File: src/rtl/hiera_cla_adder16.sv
// hiera_cla_adder16 -- 16-bit two-level carry-lookahead adder with registered result.
// Four 4-bit lookahead groups report group propagate/generate to a second-level
// lookahead unit. That unit derives every group carry-in directly from c_in, so
// no carry ripples from one group to the next.

// Bit-level propagate/generate for all 16 operand bits.
module hiera_cla_pg16 (
  input  logic [15:0] a_i,
  input  logic [15:0] b_i,
  output logic [15:0] p_o,
  output logic [15:0] g_o
);

  // Half-adder terms per bit. XOR propagate is reused directly for the sum.
  always_comb begin
    p_o = a_i ^ b_i;
    g_o = a_i & b_i;
  end

endmodule

// One 4-bit lookahead group: internal carries plus group propagate/generate.
module hiera_cla_group4 (
  input  logic [3:0] p_i,
  input  logic [3:0] g_i,
  input  logic       c_i,
  output logic [3:0] carry_o,
  output logic       gp_o,
  output logic       gg_o
);

  // Flattened lookahead carries into each bit of the group. Bit 0 takes the group carry-in.
  always_comb begin
    carry_o[0] = c_i;
    carry_o[1] = g_i[0]
               | (p_i[0] & c_i);
    carry_o[2] = g_i[1]
               | (p_i[1] & g_i[0])
               | (p_i[1] & p_i[0] & c_i);
    carry_o[3] = g_i[2]
               | (p_i[2] & g_i[1])
               | (p_i[2] & p_i[1] & g_i[0])
               | (p_i[2] & p_i[1] & p_i[0] & c_i);
  end

  // Group terms for the second level. They do not depend on the group carry-in.
  always_comb begin
    gp_o = &p_i;
    gg_o = g_i[3]
         | (p_i[3] & g_i[2])
         | (p_i[3] & p_i[2] & g_i[1])
         | (p_i[3] & p_i[2] & p_i[1] & g_i[0]);
  end

endmodule

// Second-level lookahead unit. Carries into groups 1..3 and the final carry-out.
module hiera_cla_lcu4 (
  input  logic [3:0] gp_i,
  input  logic [3:0] gg_i,
  input  logic       c0_i,
  output logic       c4_o,
  output logic       c8_o,
  output logic       c12_o,
  output logic       c16_o
);

  // Every carry is expanded back to c0_i so no carry waits on the carry below it.
  always_comb begin
    c4_o  = gg_i[0]
          | (gp_i[0] & c0_i);
    c8_o  = gg_i[1]
          | (gp_i[1] & gg_i[0])
          | (gp_i[1] & gp_i[0] & c0_i);
    c12_o = gg_i[2]
          | (gp_i[2] & gg_i[1])
          | (gp_i[2] & gp_i[1] & gg_i[0])
          | (gp_i[2] & gp_i[1] & gp_i[0] & c0_i);
    c16_o = gg_i[3]
          | (gp_i[3] & gg_i[2])
          | (gp_i[3] & gp_i[2] & gg_i[1])
          | (gp_i[3] & gp_i[2] & gp_i[1] & gg_i[0])
          | (gp_i[3] & gp_i[2] & gp_i[1] & gp_i[0] & c0_i);
  end

endmodule

// Top level. Combinational two-level CLA core followed by the output register.
module hiera_cla_adder16 (
  input  logic        clk,
  input  logic        rst,
  input  logic [15:0] add_1,
  input  logic [15:0] add_2,
  input  logic        c_in,
  output logic [15:0] sum,
  output logic        c_out
);

  logic [15:0] p;
  logic [15:0] g;
  logic [15:0] carry;
  logic [3:0]  grp_p;
  logic [3:0]  grp_g;
  logic [3:0]  grp_cin;
  logic        c4;
  logic        c8;
  logic        c12;
  logic        c16;
  logic [15:0] sum_d;
  logic [15:0] sum_q;
  logic        c_out_d;
  logic        c_out_q;

  hiera_cla_pg16 u_pg (
    .a_i (add_1),
    .b_i (add_2),
    .p_o (p),
    .g_o (g)
  );

  genvar k;
  generate
    for (k = 0; k < 4; k++) begin : g_grp
      hiera_cla_group4 u_grp (
        .p_i     (p[4*k +: 4]),
        .g_i     (g[4*k +: 4]),
        .c_i     (grp_cin[k]),
        .carry_o (carry[4*k +: 4]),
        .gp_o    (grp_p[k]),
        .gg_o    (grp_g[k])
      );
    end
  endgenerate

  hiera_cla_lcu4 u_lcu (
    .gp_i  (grp_p),
    .gg_i  (grp_g),
    .c0_i  (c_in),
    .c4_o  (c4),
    .c8_o  (c8),
    .c12_o (c12),
    .c16_o (c16)
  );

  // Group carry-ins come only from the lookahead unit, never from the group below.
  always_comb begin
    grp_cin = {c12, c8, c4, c_in};
  end

  // Sum bits and carry-out are presented to the output register.
  always_comb begin
    sum_d   = p ^ carry;
    c_out_d = c16;
  end

  // Output register. Reset clears the result at once and discards any in-flight value.
  always_ff @(posedge clk or posedge rst) begin
    if (rst) begin
      sum_q   <= 16'h0000;
      c_out_q <= 1'b0;
    end else begin
      sum_q   <= sum_d;
      c_out_q <= c_out_d;
    end
  end

  assign sum   = sum_q;
  assign c_out = c_out_q;

endmodule

File: config.mk
export PLATFORM = sky130hd
export DESIGN_NAME = hiera_cla_adder16
export DESIGN_NICKNAME = d
export VERILOG_FILES = /design/src/rtl/hiera_cla_adder16.sv
export SDC_FILE = /design/constraint.sdc
export NUM_CORES = 1
export LEC_CHECK = 0
export ABC_AREA = 1
export BUFFER_PORTS_ARGS = -buffer_cell sky130_fd_sc_hd__buf_2
export CAP_MARGIN = 20
export CORE_UTILIZATION = 45
export CTS_BUF_LIST = sky130_fd_sc_hd__clkbuf_8
export DETAILED_ROUTE_END_ITERATION = 12
export GPL_ROUTABILITY_DRIVEN = 0
export GPL_TIMING_DRIVEN = 0
export PLACE_DENSITY = 0.88
export SYNTH_ARGS = -nofsm -noshare
export SYNTH_HDL_FRONTEND = slang
export SYNTH_SLANG_ARGS = --single-unit
File: constraint.sdc
create_clock -name clk -period 0.8 [get_ports clk]
set_clock_uncertainty 0.1 [all_clocks]
set_input_delay 0.04 -clock clk [delete_from_list [all_inputs] [get_ports clk]]
set_output_delay 0.04 -clock clk [all_outputs]
set_load 0.02 [all_outputs]
==> flow_summary.toml <==
[clock_network]
h-tree-depth = 1
tritoncts_num_sinks = 17
number_of_buffers_created_by_cts = 3
tritoncts = "yes"
clk_root_buffer_cell = "clkbuf_8"
cts.clk_slew.worst_paths_ns = 0.07
cts_max_path_buffers = 2

[critical_path]
worst-path-buf-inv = 1
worst_setup_path_start_kind = "input pin"
path_cells = "buf_2, ha_1, nand2_1, nand2_2, nand3b_4, nand2_4, nand2_4, nand2_4, fa_2, xor2_1"
critical-path-max-stage-delay_ns = 0.37
path_common_cell = "nand2_4"
critical_path_class = "in -> reg"
timing.critical_path.required_ns = 0.84
crit_slowest_cell = "fa_2"
worst-path-max-fanout = 4
end_kind = "flop"
timing.critical_path.max_delay_family = "adder cells"
cp_data_arrival_time_ns = 1.48

[timing]
min_period_over_period_pct = 180
timing.final.hold_violations = 17
fmax_ghz = 0.693
rsz0062_at_grt = "yes"
setup_violations = 32
tightest_slew_ns = 0.692
worst_slack_ns = -0.643
hold_worst_slack_ns = -0.219
relSlewSlack_pct = 53.8
finalWorstPathRequiredPeriod_ns = 1.44
timing_max_transition_violations_final = 0

[synthesis]
yosys-mux-area-fraction_pct = 0
synthDistinctLibCells = 24
synthAdderAreaFrac_pct = 22.4
synth-seq-cells = 17
synth-xor-area-share_pct = 4.90
syn_nets = 199
synth_compound_gate_area_share_pct = 5.50
synthesis.instances = 144
synth_area_per_cell_sq_um = 8.69
synth-seq-area-share_pct = 34.0
syn-cell-area_sq_um = 1250
synth-simple-area-share_pct = 26.6
dominant_combinational_cell_family_by_area_after_synthesis = "simple AND/OR/NAND/NOR gates"
number_of_warnings_issued_by_yosys = 0

[placement]
postPlaceCellArea_sq_um = 1700
count_of_input_and_output_buffers = 51
detailedPlacementHpwl_um = 2230

[cells_and_area]
area_growth_pct = 74.4
diodes = 0
final_standard_cell_area_without_fillers_sq_um = 2180
drive_above_1_share_pct = 55.6
design.final.nets = 270

[global_route]
grt_pass1_wl_um = 4910
grt_remaining_overflow = 0
antenna_found_initial = 0
grt_pass1_vias = 1179
grt_max_degree = 18
grt_util_all_layers_pct = 23.1

[pwr]
power.total_w = 0.00364
power_per_cell_area_nw_per_um2 = 1670
max-vdd-ir-drop_mv = 1.42
p_leak_nw = 1.15

[detailed_routing]
postRouteWirelength_um = 5080
detailroute.wirelength.met3_um = 323
avgViaCountPerCell = 5.70
met1Wirelength_um = 1800
drcViolationCount = 0
route.detailed.wl_per_inst_um = 20.8
route.antenna.remaining_nets = 0
drt_pass1_iterations = 4
drtIter0Drc = 33
vias = 1391
route.met2.wl_um = 2680
routed.top_layer = "met4"

[hold_path]
worst_hold_path_type = "in -> async"

[floorplan]
floorplan.initialDensity_pct = 49.2
floorplan.die.width_um = 54.7
num_io_pins = 52
core_region_area_sq_um = 2540
die-height_um = 54.7
area_of_the_die_sq_um = 3000
placementRows = 18

[run_status]
outcome = "complete, but fails checks"
failed_checks = "hold timing, setup timing"

[job]
max_cap_violations = 0
==> power breakdown <==
part	switching [W]	leakage (nW)	internal, W
Combinational	0.000965	0.928	0.000904
Sequential	0.0000856	0.200	0.00103
Clock	0.000321	0.0269	0.000341
==> worst paths after layout <==
| path | slack (ns) | startpoint | cells after the start | end |
|---|---|---|---|---|
| setup / recovery | -0.64 | add_1[0] | 10 | sum[9] |
| max in group asynchronous | 0.38 | rst | 2 | sum[3] |
| min in group clk | 0 | add_2[4] | 2 | sum[4] |
| hold / removal | -0.22 | rst | 2 | sum[12] |
==> synth_stat cells <==
master    instances  share of area (%)
and2_1            1               0.50
inv_1            21                6.3
nand2_4           3                2.7
and2_4            1               0.70
inv_2             1               0.30
a21o_1            1               0.60
fa_1              4                6.4
nand3_1           6                2.4
nand2_2           4                2.0
dfrtp_1          17                 34
nand2_1          41                 12
ha_1             16                 16
o21bai_1          1               0.60
and3_1            1               0.50
a31oi_1           1               0.50
nor2_4            1               0.90
or2_4             1               0.70
nand3b_4          1                1.6
nand4_1           1               0.50
a221oi_1          2                1.4
nor2_1            6                1.8
a21oi_1           6                2.4
xor2_1            5                3.5
xnor2_1           2                1.4
==> area by class of cell <==
cell class / instances / area [sq um]
flip-flops and latches: 17 / 425
clock buffers: 3 / 41.3
inverters: 22 / 90.1
multi-input cells: 105 / 1020
clock inverters: 1 / 3.75
fillers: 122 / 363
well taps: 30 / 37.5
repair buffers: 66 / 559
==> kinds of logic after synthesis <==
kind of cell	count (synthesis)
flops	17
xor+xnor	7
simple gates	67
compound gates	11
buf+inv	22
fa+ha+maj	20
==> metrics by stage <==
stage / hold WS, ns / utilization, % / instances / setup WS (ns) / TNS, ns
after detailed placement: 0.0778 / 66.6 / 225 / -0.887 / -10.15
after global placement: 0.0551 / 66.6 / 225 / -0.868 / -9.71
final: -0.219 / 85.7 / 244 / -0.643 / -9.06
after global routing: -0.144 / 85.7 / 244 / -0.719 / -10.09
after CTS: -0.185 / 75.6 / 233 / -0.591 / -7.67
after floorplan: -0.134 / - / 144 / -0.698 / -6.86
==> routing by layer <==
| layer | GRT usage (%) | vias up |
|---|---|---|
| met5 | 0 | - |
| met2 | 44.2 | 95 |
| met3 | 4.17 | 38 |
| met1 | 25.3 | 654 |
| met4 | 6.84 | 0 |
| li1 | - | 604 |
==> layout by cell type, fill, tap and decap left out, types with 9 or more instances in the layout <==
cell and n:
buf_4 14, nand2_2 9, ha_4 11, nand2_1 26
inv_1 20, dfrtp_1 17, buf_2 21, buf_6 31
nand2_4 13
==> registers in the layout (all words and copies together) (netlist names) <==
| register | cells |
|---|---|
| sum | 16 |
| c_out | 1 |
==> repair_timing <==
action,CTS,global route
endpoints found under the setup margin,32,32
resized for setup,43,39
endpoints found under the hold margin,18,18
setup buffers,4,11
pin swaps,11,29
Note: power is estimated with default switching activity, not from simulation.
